### config.mk
export PLATFORM = sky130hd
export DESIGN_NAME = lru_arbiter_flat
export DESIGN_NICKNAME = d
export VERILOG_FILES = /design/src/rtl/lru_arbiter_if.sv /design/src/rtl/lru_arbiter.sv /design/src/flat_wrapper.sv
export SDC_FILE = /design/constraint.sdc
export NUM_CORES = 1
export LEC_CHECK = 0
export CAP_MARGIN = 40
export CORE_MARGIN = 5
export CORE_UTILIZATION = 55
export CTS_CLUSTER_SIZE = 14
export DETAILED_ROUTE_END_ITERATION = 16
export PLACE_DENSITY_LB_ADDON = 0.25
export SLEW_MARGIN = 20
export SYNTH_ARGS = -nofsm -noshare
export SYNTH_HDL_FRONTEND = slang
export SYNTH_SLANG_ARGS = --single-unit
### constraint.sdc
create_clock -name clk -period 13.6 [get_ports clk]
set_input_delay 3.4 -clock clk [delete_from_list [all_inputs] [get_ports clk]]
set_output_delay 3.4 -clock clk [all_outputs]
set_load 0.01 [all_outputs]
### src/rtl/lru_arbiter_if.sv
// Request/grant bundle between the front-panel requesters and lru_arbiter.
// The master drives requests and the release strobe; the slave (arbiter) answers with grants.
interface lru_arbiter_if #(
   parameter int N = 5
);
   localparam int W = $clog2(N);

   logic [N-1:0] req;
   logic         done;
   logic [N-1:0] gnt;
   logic         busy;
   logic [W-1:0] lru_idx;
   logic         timeout;

   modport master (output req, done, input gnt, busy, lru_idx, timeout);
   modport slave  (input req, done, output gnt, busy, lru_idx, timeout);
endinterface

### src/rtl/lru_arbiter.sv
// Least-recently-used arbiter with a permutation rank table and a one-cycle gap between holders.
// Define LRU_ARB_TIMEOUT_EN to revoke grants held longer than HOLD_MAX prescaler ticks.
module lru_arbiter #(
   parameter int N        = 5,
   parameter int HOLD_MAX = 10
) (
   input  logic clk,
   input  logic rst,
   input  logic tick,
   lru_arbiter_if.slave bus
);
   localparam int W = $clog2(N);

   typedef enum logic [1:0] {IDLE, GRANT, GAP} state_t;

   state_t       state, state_nxt;
   logic [W-1:0] rank     [N];
   logic [W-1:0] rank_nxt [N];
   logic [N-1:0] gnt_q, gnt_nxt;
   logic [W-1:0] lru_q, lru_nxt;
   logic         timeout_q, timeout_nxt;
   logic         win_vld;
   logic [W-1:0] win_idx, win_rank;
   logic         to_hit;

   // Winner is the requester holding the highest rank; ranks are unique so no tie-break is needed.
   always_comb begin
      win_vld  = 1'b0;
      win_idx  = '0;
      win_rank = '0;
      for (int i = 0; i < N; i++) begin
         if (bus.req[i] && (!win_vld || rank[i] > win_rank)) begin
            win_vld  = 1'b1;
            win_idx  = W'(i);
            win_rank = rank[i];
         end
      end
   end

`ifdef LRU_ARB_TIMEOUT_EN
   logic [9:0] hold_cnt, hold_cnt_inc;

   assign hold_cnt_inc = (hold_cnt == 10'd1023) ? hold_cnt : hold_cnt + 10'd1;
   // Fires on the tick that brings the count to HOLD_MAX, so a grant spans at most HOLD_MAX ticks.
   assign to_hit       = tick && (hold_cnt_inc == 10'(HOLD_MAX));

   always_ff @(posedge clk) begin
      if (rst)                   hold_cnt <= '0;
      else if (state != GRANT)   hold_cnt <= '0;
      else if (tick)             hold_cnt <= hold_cnt_inc;
   end
`else
   logic       unused_tick;
   logic [9:0] unused_hold;

   assign unused_tick = tick;
   assign unused_hold = 10'(HOLD_MAX);
   assign to_hit      = 1'b0;
`endif

   always_comb begin
      state_nxt   = state;
      gnt_nxt     = gnt_q;
      timeout_nxt = 1'b0;
      for (int j = 0; j < N; j++) rank_nxt[j] = rank[j];
      case (state)
         IDLE: begin
            if (win_vld) begin
               state_nxt = GRANT;
               gnt_nxt   = N'(1) << win_idx;
               for (int j = 0; j < N; j++) begin
                  if (W'(j) == win_idx)     rank_nxt[j] = '0;
                  else if (rank[j] < win_rank) rank_nxt[j] = rank[j] + W'(1);
               end
            end
         end
         GRANT: begin
            if (bus.done || !(|(bus.req & gnt_q)) || to_hit) begin
               state_nxt   = GAP;
               gnt_nxt     = '0;
               timeout_nxt = to_hit;
            end
         end
         GAP:     state_nxt = IDLE;
         default: begin
            state_nxt = IDLE;
            gnt_nxt   = '0;
         end
      endcase
   end

   always_comb begin
      lru_nxt = '0;
      for (int j = 0; j < N; j++)
         if (rank_nxt[j] == W'(N - 1)) lru_nxt = W'(j);
   end

   always_ff @(posedge clk) begin
      if (rst) begin
         state     <= IDLE;
         gnt_q     <= '0;
         lru_q     <= '0;
         timeout_q <= 1'b0;
         for (int j = 0; j < N; j++) rank[j] <= W'(N - 1 - j);
      end else begin
         state     <= state_nxt;
         gnt_q     <= gnt_nxt;
         lru_q     <= lru_nxt;
         timeout_q <= timeout_nxt;
         for (int j = 0; j < N; j++) rank[j] <= rank_nxt[j];
      end
   end

   assign bus.gnt     = gnt_q;
   assign bus.busy    = |gnt_q;
   assign bus.lru_idx = lru_q;
   assign bus.timeout = timeout_q;
endmodule

### src/flat_wrapper.sv
// flat-port wrapper written by rule: the top's interface ports become plain ports
module lru_arbiter_flat 
#(
   parameter int N        = 5,
   parameter int HOLD_MAX = 10
)
  (clk, rst, tick, bus_req, bus_done, bus_gnt, bus_busy, bus_lru_idx, bus_timeout);
  lru_arbiter_if #(.N(N)) bus_i ();
  input  logic clk;
  input  logic rst;
  input  logic tick;
  input wire logic [$bits(bus_i.req)-1:0] bus_req;
  input wire logic [$bits(bus_i.done)-1:0] bus_done;
  output wire logic [$bits(bus_i.gnt)-1:0] bus_gnt;
  output wire logic [$bits(bus_i.busy)-1:0] bus_busy;
  output wire logic [$bits(bus_i.lru_idx)-1:0] bus_lru_idx;
  output wire logic [$bits(bus_i.timeout)-1:0] bus_timeout;
  assign bus_i.req = bus_req;
  assign bus_i.done = bus_done;
  assign bus_gnt = bus_i.gnt;
  assign bus_busy = bus_i.busy;
  assign bus_lru_idx = bus_i.lru_idx;
  assign bus_timeout = bus_i.timeout;
  lru_arbiter #(.N(N), .HOLD_MAX(HOLD_MAX)) u_core (.clk(clk), .rst(rst), .tick(tick), .bus(bus_i));
endmodule
==> run metrics <==
Yosys cell types=58; CP Buf/Inv Count=5; Worst-path clk slew=~0.1 ns; hold_buf cts=0; root buffer cell=clkbuf_8; Post-CTS Setup Bufs=0; total gr overflow=0; commonest non-fill, non-tap cells in the layout=ha_1, dfxtp_1, nor2_1, nand2_1, a21oi_1; gr usage total=between 20% and 30%; Final Skew=about 0.0016 ns; # DRC=0; dpl cells=~310; worst slack, placed=around 1.9 ns; total core area=roughly 0.0037 mm2; initial antenna violation count=0; RePlAce Congestion=0.930; Num CTS Buffers=3; Die H=slightly above 70 um; fin cells=about 320; grt met2 use=about a third; vias in the first global route=1864; Routed WL per cell=about 15 um; Slew @ Worst Pin=~1.0 ns; ys async rst share=0%; Yosys reg bits=25; Max-Cap Viols=0; Post-Syn Area=0.00210 mm2; Net Sw Frac=between 50% and 60%; Clk pwr share=under 10%; P_int=approximately 340 uW; syn_area_per_cell=8.32 um2; area growth from synthesis to layout=12.2%; first-pass GRT wire length=between 8000 and 9000 um; setup TNS=0 ns; design area=~0.0024 mm2; endpoints failing setup=0; Syn Inst Count=~250; CTS Sinks=25; Worst path top cell family by delay=compound AO/OA/AOI/OAI gates; drt first-iter violations=between 100 and 150; cell with the largest stage delay on the worst path=clkdlybuf4s50_1; Required @ worst endpoint=roughly 14 ns; number of port buffers=16; FMAX=~86 MHz; Max Slew Vio Count=0; P_leak=slightly below 0.001 uW; Synth Flop Type=dfxtp_1; row count=22; # diodes=0; Setup CP Type=in -> reg; Filler cells=339; Comb pwr share=74.9%; fin nets=around 300; DIE AREA=0.00516 mm2; Switch Pwr=~350 uW; fin crit share=around 85%; Routed WL=around 4900 um; RSZ-0062 raised after global routing=no; worst ir drop on vdd=0.146 mV; Resize count post-CTS=0; drt pass-1 iters=4; vias=1955; M3 GR Usage=roughly 3.8%; Top Usage Layer GRT=met2; worst-skew pair later-pin latency=approximately 0.28 ns; Setup crit start kind=primary input; CTS tree=built; max incr delay on CP=~0.70 ns; Yosys top cell by area=dfxtp_1; Tmin final=around 12 ns; die width=71.9 um; Worst Slack Setup Final=a little under 2 ns; final core utilization=about 64%; via/cell ratio=approximately 6; dpl hpwl=between 3000 and 4000 um; largest net degree at the start of global routing=18; worst rel slew slack=a little under a third; Final Hold Fails=0; Clock Tree Buf Depth=2; critical path peak fanout=11; crit path DAT=11.77 ns; M1 GR Usage=about a quarter; Setup crit end kind=register; layout cells sized above 1=under 10%; Synth top area share=between 20% and 30%; IO Pins=19; leading cell type in the layout, fill and taps excluded=ha_1; register area share after synthesis=23.8%; Synth Net Count=approximately 290; HP Class=reg -> reg; Initial Utilization=a little under three fifths; placed inst area=between 0.002 and 0.0025 mm2; Post-synth EDFFs=0; Pwr Density=around 290 mW/mm2; cell repeated most along the worst path=a21oi_1; antenna viol nets, final=0; Yosys warnings=0; sequential share of power=about 18%; H-tree levels=1; status=complete, no violations; top cells by area, synth=dfxtp_1, ha_1, a21oi_1, nor2_1, nand2_1
==> state kept, by name, summed over array words and instances, names as in the netlist <==
name                count
u_core.bus.gnt          5
u_core.bus.lru_idx      3
u_core.rank            15
u_core.state            2
==> Yosys cell counts, types with 2 or more instances <==
| master | count |
|---|---|
| a21o_1 | 2 |
| o41ai_2 | 2 |
| o21ai_1 | 6 |
| dfxtp_1 | 25 |
| nand3_1 | 7 |
| and2_1 | 3 |
| nor4_1 | 2 |
| nor3_1 | 12 |
| o211a_1 | 2 |
| o21ai_0 | 9 |
| a222oi_1 | 2 |
| and3_1 | 3 |
| buf_4 | 3 |
| mux2_2 | 2 |
| nand2b_1 | 6 |
| a22oi_1 | 3 |
| mux2i_1 | 5 |
| ha_1 | 27 |
| nor3b_1 | 3 |
| o21a_1 | 3 |
| a211o_1 | 3 |
| nand2_1 | 19 |
| nand4_1 | 4 |
| nor2_1 | 22 |
| xnor2_1 | 4 |
| nor2b_1 | 3 |
| nand3b_1 | 5 |
| o2111ai_1 | 3 |
| inv_1 | 15 |
| o21bai_1 | 2 |
| a21oi_1 | 19 |
==> cells by family (layout without fill, tap and decap cells) <==
kind of cell / count (synthesis) / in the layout / synth area share (%)
fa+ha+maj: 27 / 27 / 16.1
xor+xnor: 5 / 5 / 2.08
simple gates: 96 / 96 / 23.9
flops: 25 / 25 / 23.8
compound gates: 71 / 71 / 25.7
buf+inv: 21 / 39 / 4.87
mux: 7 / 7 / 3.45
other cells: 1 / 1 / 0.178
==> layer usage <==
layer,wire (um),up-vias
met3,309,6
met5,0,-
met2,2220,54
met1,2320,913
li1,-,982
met4,82,0
==> worst min-delay path, stage by stage (launching register included) <==
cell     delay [ns]
dfxtp_1        0.35
nand2_1        0.06
a21oi_1        0.06
==> through the flow <==
step,total power (uW),hold slack [ns]
4_1_cts,686,0.513
5_1_grt,766,0.534
3_5_place_dp,637,0.489
2_1_floorplan,519,0.482
6_report,691,0.506
3_3_place_gp,622,0.484
==> path summary, 6_finish.rpt <==
path	slack (ns)	depth (start not counted)	startpoint	end
setup reg to reg	5.41	35	u_core.rank[1][0]	u_core.bus.lru_idx[1]
hold reg to reg	0.51	2	u_core.bus.gnt[0]	u_core.bus.gnt[0]
setup / recovery	1.99	36	bus_req[0]	u_core.bus.lru_idx[1]
hold / removal	0.51	2	u_core.bus.gnt[0]	u_core.bus.gnt[0]
==> final cells by class <==
class	instances	area (um2)	area share (%)
multi-input cells	207	1500	63.6
flip-flops and latches	25	500	21.2
repair buffers	20	195	8.26
well taps	48	60.1	2.54
inverters	15	56.3	2.38
clock buffers	3	41.3	1.75
clock inverters	1	7.51	0.318
==> power groups by stage <==
stage | Sequential, uW | Clock [uW] | Combinational, uW
final | 125 | 47.8 | 518
after global routing | 129 | 53.4 | 584
after detailed placement | 127 | 0 | 510
after CTS | 125 | 48.7 | 512
after floorplan | 121 | 0 | 399
after global placement | 126 | 0 | 496
No activity file was read; power rests on OpenSTA's default activity.
